### src/rtl/detector_riesgos.sv
// ---------------------------------------------------------------------------
// detector_riesgos
//
// Hazard detection and pipeline control for the filter processor pipeline.
// It resolves the hazards that forwarding cannot: load-use dependencies,
// taken branches resolved in Exe, and multi-cycle data-memory reads. It also
// keeps a sticky memory-timeout flag and two saturating performance counters.
//
// Parameters
//   TIMEOUT  consecutive memory-wait cycles tolerated before mem_error (1..255)
//   CNT_W    width of the performance counters
//
// Ports
//   clk, rst                    clock, synchronous active-high reset
//   Ra_Dec/RE_A_Dec             decode source A and its read enable
//   Rb_Dec/RE_B_Dec             decode source B and its read enable
//   Robj_Reg_Exe/WE_Reg_Exe     Exe destination and its write enable
//   mem_RE_Reg_Exe              Exe instruction is a load
//   branch_taken_Exe            branch in Exe resolved taken
//   mem_RE_Exe_Mem, mem_ready   Mem-stage load and data-memory handshake
//   stall_*                     hold PC / pipeline registers (combinational)
//   flush_*                     load bubbles into pipeline registers (combinational)
//   mem_error                   sticky memory timeout
//   stall_cnt, flush_cnt        saturating cycle / flush counters
// ---------------------------------------------------------------------------
module detector_riesgos #(
  parameter int TIMEOUT = 255,
  parameter int CNT_W   = 16
) (
  input  logic             clk,
  input  logic             rst,
  input  logic [3:0]       Ra_Dec,
  input  logic             RE_A_Dec,
  input  logic [3:0]       Rb_Dec,
  input  logic             RE_B_Dec,
  input  logic [3:0]       Robj_Reg_Exe,
  input  logic             WE_Reg_Exe,
  input  logic             mem_RE_Reg_Exe,
  input  logic             branch_taken_Exe,
  input  logic             mem_RE_Exe_Mem,
  input  logic             mem_ready,
  output logic             stall_PC,
  output logic             stall_F_Reg,
  output logic             stall_Reg_Exe,
  output logic             stall_Exe_Mem,
  output logic             flush_F_Reg,
  output logic             flush_Reg_Exe,
  output logic             flush_Mem_WB,
  output logic             mem_error,
  output logic [CNT_W-1:0] stall_cnt,
  output logic [CNT_W-1:0] flush_cnt
);

  typedef enum logic [1:0] {
    ST_RUN   = 2'd0,
    ST_FLUSH = 2'd1,  // second-cycle fetch kill after a taken branch
    ST_WAIT  = 2'd2   // inside or just leaving a memory freeze
  } state_t;

  localparam logic [7:0]       TIMEOUT_V  = 8'(TIMEOUT);
  localparam logic [7:0]       TIMEOUT_M1 = 8'(TIMEOUT - 1);
  localparam logic [CNT_W-1:0] CNT_MAX    = {CNT_W{1'b1}};

  state_t           state_q, state_d;
  logic [7:0]       wait_cnt_q, wait_cnt_d;
  logic             mem_error_q, mem_error_d;
  logic [CNT_W-1:0] stall_cnt_q, stall_cnt_d;
  logic [CNT_W-1:0] flush_cnt_q, flush_cnt_d;

  logic freeze;
  logic loaduse;

  assign freeze  = mem_RE_Exe_Mem & ~mem_ready;
  assign loaduse = mem_RE_Reg_Exe & WE_Reg_Exe &
                   ((RE_A_Dec & (Ra_Dec == Robj_Reg_Exe)) |
                    (RE_B_Dec & (Rb_Dec == Robj_Reg_Exe)));

  // Pipeline controls. A freeze masks branch and load-use: those inputs are
  // simply re-evaluated once the memory releases the pipeline.
  always_comb begin
    // NOTE: every output gets a default before the priority chain so no path
    // leaves a signal unassigned, which would otherwise infer a latch.
    stall_PC      = 1'b0;
    stall_F_Reg   = 1'b0;
    stall_Reg_Exe = 1'b0;
    stall_Exe_Mem = 1'b0;
    flush_F_Reg   = 1'b0;
    flush_Reg_Exe = 1'b0;
    flush_Mem_WB  = 1'b0;
    if (!rst) begin
      if (freeze) begin
        stall_PC      = 1'b1;
        stall_F_Reg   = 1'b1;
        stall_Reg_Exe = 1'b1;
        stall_Exe_Mem = 1'b1;
        flush_Mem_WB  = 1'b1;
      end else if (state_q == ST_FLUSH) begin
        // Kill the fetch already in flight from synchronous instruction memory.
        flush_F_Reg = 1'b1;
      end else if (branch_taken_Exe) begin
        flush_F_Reg   = 1'b1;
        flush_Reg_Exe = 1'b1;
      end else if (loaduse) begin
        // One-cycle bubble; the load result then reaches Exe via Mem/WB forwarding.
        stall_PC      = 1'b1;
        stall_F_Reg   = 1'b1;
        flush_Reg_Exe = 1'b1;
      end
    end
  end

  // Next state. FLUSH holds through a freeze so the deferred fetch kill still
  // happens on the first released cycle.
  always_comb begin
    state_d = state_q;
    case (state_q)
      ST_RUN, ST_WAIT: begin
        if (freeze)                state_d = ST_WAIT;
        else if (branch_taken_Exe) state_d = ST_FLUSH;
        else                       state_d = ST_RUN;
      end
      ST_FLUSH: begin
        if (freeze) state_d = ST_FLUSH;
        else        state_d = ST_RUN;
      end
      default: state_d = ST_RUN;
    endcase
  end

  // Timeout tracking and performance counters.
  always_comb begin
    wait_cnt_d  = 8'd0;
    mem_error_d = mem_error_q;
    if (freeze) begin
      wait_cnt_d = (wait_cnt_q >= TIMEOUT_V) ? TIMEOUT_V : wait_cnt_q + 8'd1;
      // This freeze cycle is the TIMEOUT-th in a row (or later).
      if (wait_cnt_q >= TIMEOUT_M1) mem_error_d = 1'b1;
    end

    stall_cnt_d = stall_cnt_q;
    if (stall_PC && (stall_cnt_q != CNT_MAX)) stall_cnt_d = stall_cnt_q + 1'b1;

    flush_cnt_d = flush_cnt_q;
    if ((state_q != ST_FLUSH) && (state_d == ST_FLUSH) && (flush_cnt_q != CNT_MAX))
      flush_cnt_d = flush_cnt_q + 1'b1;
  end

  // NOTE: state registers use non-blocking assignments so every flop samples
  // the pre-edge values, independent of statement order.
  always_ff @(posedge clk) begin
    if (rst) begin
      state_q     <= ST_RUN;
      wait_cnt_q  <= 8'd0;
      mem_error_q <= 1'b0;
      stall_cnt_q <= '0;
      flush_cnt_q <= '0;
    end else begin
      state_q     <= state_d;
      wait_cnt_q  <= wait_cnt_d;
      mem_error_q <= mem_error_d;
      stall_cnt_q <= stall_cnt_d;
      flush_cnt_q <= flush_cnt_d;
    end
  end

  assign mem_error = mem_error_q;
  assign stall_cnt = stall_cnt_q;
  assign flush_cnt = flush_cnt_q;

endmodule
### config.mk
export PLATFORM = sky130hd
export DESIGN_NAME = detector_riesgos
export DESIGN_NICKNAME = d
export VERILOG_FILES = /design/src/rtl/detector_riesgos.sv
export SDC_FILE = /design/constraint.sdc
export NUM_CORES = 1
export LEC_CHECK = 0
export ABC_AREA = 1
export BUFFER_PORTS_ARGS = -buffer_cell sky130_fd_sc_hd__buf_2
export CORE_ASPECT_RATIO = 1.75
export CORE_MARGIN = 4
export CORE_UTILIZATION = 57
export CTS_BUF_LIST = sky130_fd_sc_hd__clkbuf_8 sky130_fd_sc_hd__clkbuf_16
export DETAILED_ROUTE_END_ITERATION = 12
export GPL_TIMING_DRIVEN = 0
export PLACE_DENSITY = 0.85
export SLEW_MARGIN = 0
export SYNTH_ARGS = -nofsm -noshare
export SYNTH_HDL_FRONTEND = slang
export SYNTH_SLANG_ARGS = --single-unit
### constraint.sdc
create_clock -name clk -period 3.7 [get_ports clk]
set_input_delay 0.74 -clock clk [delete_from_list [all_inputs] [get_ports clk]]
set_output_delay 0.74 -clock clk [all_outputs]
set_load 0.01 [all_outputs]
==> run summary <==
OUTCOME
-----------------------------------------------------------------------------------------------
Outcome                                                                               completed

LOGIC SYNTHESIS
-----------------------------------------------------------------------------------------------
Synthesized instance count                                                                  359
Post-synth net total                                                                        384
Sequential area share after synthesis                                                    0.3550
Async set-or-reset flop fraction in the synthesized netlist                                   0
Yosys warning count                                                                           0
Flip-flop and latch count after synthesis                                                    43
Main flop type after synthesis                                                     sky130_fd_sc_hd__dfxtp_1
Synth unique cells                                                                           30
Post-Synthesis Cell Area                                                              2425 um^2
Mean instance size in the synthesized netlist                                        6.754 um^2
Count of flip-flops with a built-in enable after synthesis                                    0

CLOCK NETWORK
-----------------------------------------------------------------------------------------------
Inserted Clock Buffers                                                                        5
Clock tree from TritonCTS                                                                   yes
Clk_lat worst skew                                                                      0.29 ns
# hold bufs at CTS                                                                            0
Num Clock Sinks                                                                              43
PostCTS Resize Cnt                                                                            0
Clock input transition at the sequential cells of the worst setup and hold paths        0.08 ns
Number of buffers inserted to repair setup after CTS                                          0
Longest Clk Path Bufs                                                                         2
Depth of the CTS H-tree                                                                       2
Clock Root Buffer                                                                  sky130_fd_sc_hd__clkbuf_8

GRT
-----------------------------------------------------------------------------------------------
Total global routing overflow                                                                 0
Initial antenna violation count                                                               0
Tot GR Track Use                                                                         0.2235
Pin count of the biggest net entering global routing                                         14
Global-route wire length before repair                                                  9632 um
Via count of the first global-routing pass                                                2,337

WORST SETUP PATH
-----------------------------------------------------------------------------------------------
Worst setup path category                                                          primary input to output port
R2R depth                                                                                    10
Crit path arrival time                                                                  2.36 ns
Slowest-stage cell, CP                                                             sky130_fd_sc_hd__nor2_1
Largest fanout on the critical path                                                          11
Worst path bufs/invs                                                                          6
Delay of the slowest critical-path stage                                                0.37 ns
Endpoint class of the critical path                                                 output port
Cell-by-cell listing of the critical path                                          buf_2, inv_1, nand2_1, nor2_1, inv_1, nand2_2, buf_4, buf_4, buf_2
Levels on crit path                                                                           9
Type of element launching the critical path                                        primary input
Data required, critical path                                                            2.96 ns
Largest delay share family, worst path                                             buffers and inverters

PLACEMENT
-----------------------------------------------------------------------------------------------
Routability cong.                                                                        0.9049
Post-detail-place hpwl                                                                  4515 um
Placed cell count                                                                           467
IO buf count                                                                                 59

TIMING
-----------------------------------------------------------------------------------------------
Setup repair after global routing missed its margin                                          no
Share of the cycle needed by the critical path after routing                             0.8366
Headroom to the max-slew limit                                                           0.6598
Max Transition Viols Final                                                                    0
Upper clock frequency limit                                                           323.1 MHz
Worst-Margin Slew                                                                     0.5103 ns
Final Skew                                                                          0.009346 ns
Setup Viol. Count Final                                                                       0
Total negative slack for setup checks                                                      0 ns
Shortest period the worst path allows                                                  3.095 ns
Hold Vio Cnt, Final                                                                           0

POWER AND IR DROP
-----------------------------------------------------------------------------------------------
Share of total power in the clock network                                                 0.406
Leak                                                                                   1.307 nW
Sequential share of power                                                                 0.508
Power Density                                                                      321.8 nW/um^2
Cell internal pwr                                                                     0.7175 mW
Post-route total power                                                                0.9328 mW
Switching component of the power                                                      0.2153 mW
Combinational fraction of design power                                                    0.086
Fraction of power spent switching nets                                                   0.2308
Peak supply drop                                                                    0.0003141 V

FINAL LAYOUT
-----------------------------------------------------------------------------------------------
Antenna Diode Count                                                                           0
Final cell count without fillers                                                            475
Area growth, synth to finish                                                             19.56%
Highest-count cells in the layout ignoring fill and taps                           83 x sky130_fd_sc_hd__nand2_1, 63 x sky130_fd_sc_hd__buf_2, 43 x sky130_fd_sc_hd__nor2_1, 43 x sky130_fd_sc_hd__dfxtp_1, 38 x sky130_fd_sc_hd__inv_1
Most common library cell in the layout ignoring fill and taps                      sky130_fd_sc_hd__nand2_1
Net count of the finished layout                                                            450
Ratio of cells with drive above 1 in the final layout                                    0.2019

FLOORPLAN
-----------------------------------------------------------------------------------------------
Floorplan core area                                                                   4111 um^2
Initial core utilization                                                                 0.5898
Die outline height                                                                     94.28 um
Die area                                                                              5403 um^2
Horizontal extent of the die                                                           57.31 um
Row count                                                                                    31
IO Pins                                                                                      61

ROUTE
-----------------------------------------------------------------------------------------------
Post-detailed-route DRC marker count                                                          0
Routed wire length per instance                                                        12.37 um
Post-route ant nets                                                                           0
Initial DRC count                                                                            76
Initial DRT Pass Iterations                                                                   4
Via/cell ratio                                                                            5.316
Number of vias in the routed layout                                                       2,525
Total routed wirelength                                                                 5875 um

FLOW RUN
-----------------------------------------------------------------------------------------------
Maximum Capacitance Violations                                                                0

WORST HOLD PATH
-----------------------------------------------------------------------------------------------
Hold Path Class                                                                    flip-flop to flip-flop
Worst hold stages                                                                             2

==> worst paths after layout <==
| kind | startpoint | endpoint | slack (ns) |
|---|---|---|---|
| max reg2reg | stall_cnt[0]$_SDFFE_PP0P_ | stall_cnt[9]$_SDFFE_PP0P_ | 1.73 |
| max | mem_ready | stall_PC | 0.60 |
| min | mem_error$_SDFFE_PP0P_ | mem_error$_SDFFE_PP0P_ | 0.46 |
| min reg2reg | mem_error$_SDFFE_PP0P_ | mem_error$_SDFFE_PP0P_ | 0.46 |
==> state kept, by name (all words and copies together), names as in the netlist <==
name / count
flush_cnt: 16
stall_cnt: 16
wait_cnt_q: 8
state_q: 2
mem_error: 1
==> metal layers <==
metal | track usage | part of all wire | up-vias | wire length, um
met3 | 0.04127 | 0.052 | 17 | 304
met1 | 0.2350 | 0.38 | 1139 | 2221
met2 | 0.4074 | 0.54 | 85 | 3158
met5 | 0 | 0 | - | 0
met4 | 0.1199 | 0.032 | 0 | 190
li1 | - | - | 1284 | -
==> synthesized netlist by cell type, drive strengths merged, types with 9 or more instances <==
cell / count / area (um^2)
nand2: 87 / 346.6
nor2: 44 / 172.7
dfxtp: 43 / 860.8
inv: 40 / 150.1
nand3: 35 / 180.2
a21oi: 34 / 170.2
nor3: 15 / 91.34
xor2: 14 / 122.6
o21ai: 11 / 55.05
buf: 10 / 65.06
xnor2: 9 / 78.83
==> power by group through the flow <==
stage               Sequential, mW  Combinational, mW  Clock, mW
finish                       0.474             0.0799      0.379
global route                 0.475             0.0900      0.405
detailed placement           0.485             0.0799          0
floorplan                    0.485             0.0478          0
global placement             0.484             0.0781          0
CTS                          0.474             0.0805      0.382
==> per-stage QoR <==
step	hold WS [ns]	worst slack, ns	cell area, um^2	util
CTS	0.4653	0.6032	2899	0.7051
global route	0.4812	0.4450	2899	0.7051
global placement	0.4367	0.6551	2781	0.6765
finish	0.4589	0.6047	2899	0.7051
floorplan	0.4259	1.019	2425	-
detailed placement	0.4479	0.6093	2781	0.6765
==> cells by family (layout without fill, tap and decap cells) <==
family                   count (synthesis)  count (layout)  share of synthesized area
AO/OA/AOI/OAI                           50              50                     0.1073
XOR/XNOR                                23              23                    0.08308
adder cells (fa/ha/maj)                  4               4                    0.02064
buffers and inverters                   52             119                    0.09185
flip-flops                              43              43                     0.3550
AND/OR/NAND/NOR                        187             187                     0.3421
==> worst reg2reg max path, delay by kind of cell (launching register included) <==
| kind | cells | cell delay (ns) |
|---|---|---|
| fa+ha+maj | 1 | 0.25 |
| flops | 1 | 0.43 |
| simple gates | 7 | 0.91 |
| buf+inv | 1 | 0.15 |
| compound gates | 1 | 0.15 |
==> layout make-up <==
| type | count | area, um^2 |
|---|---|---|
| buffer | 12 | 72.57 |
| clock buffer | 6 | 82.58 |
| clock inverter | 2 | 35.03 |
| fill | 377 | 1212 |
| inverter | 40 | 150.1 |
| multi-input combinational | 264 | 1341 |
| sequential | 43 | 860.8 |
| tap | 49 | 61.31 |
| timing repair buffer | 59 | 295.3 |
No activity file was read; power rests on OpenSTA's default activity.
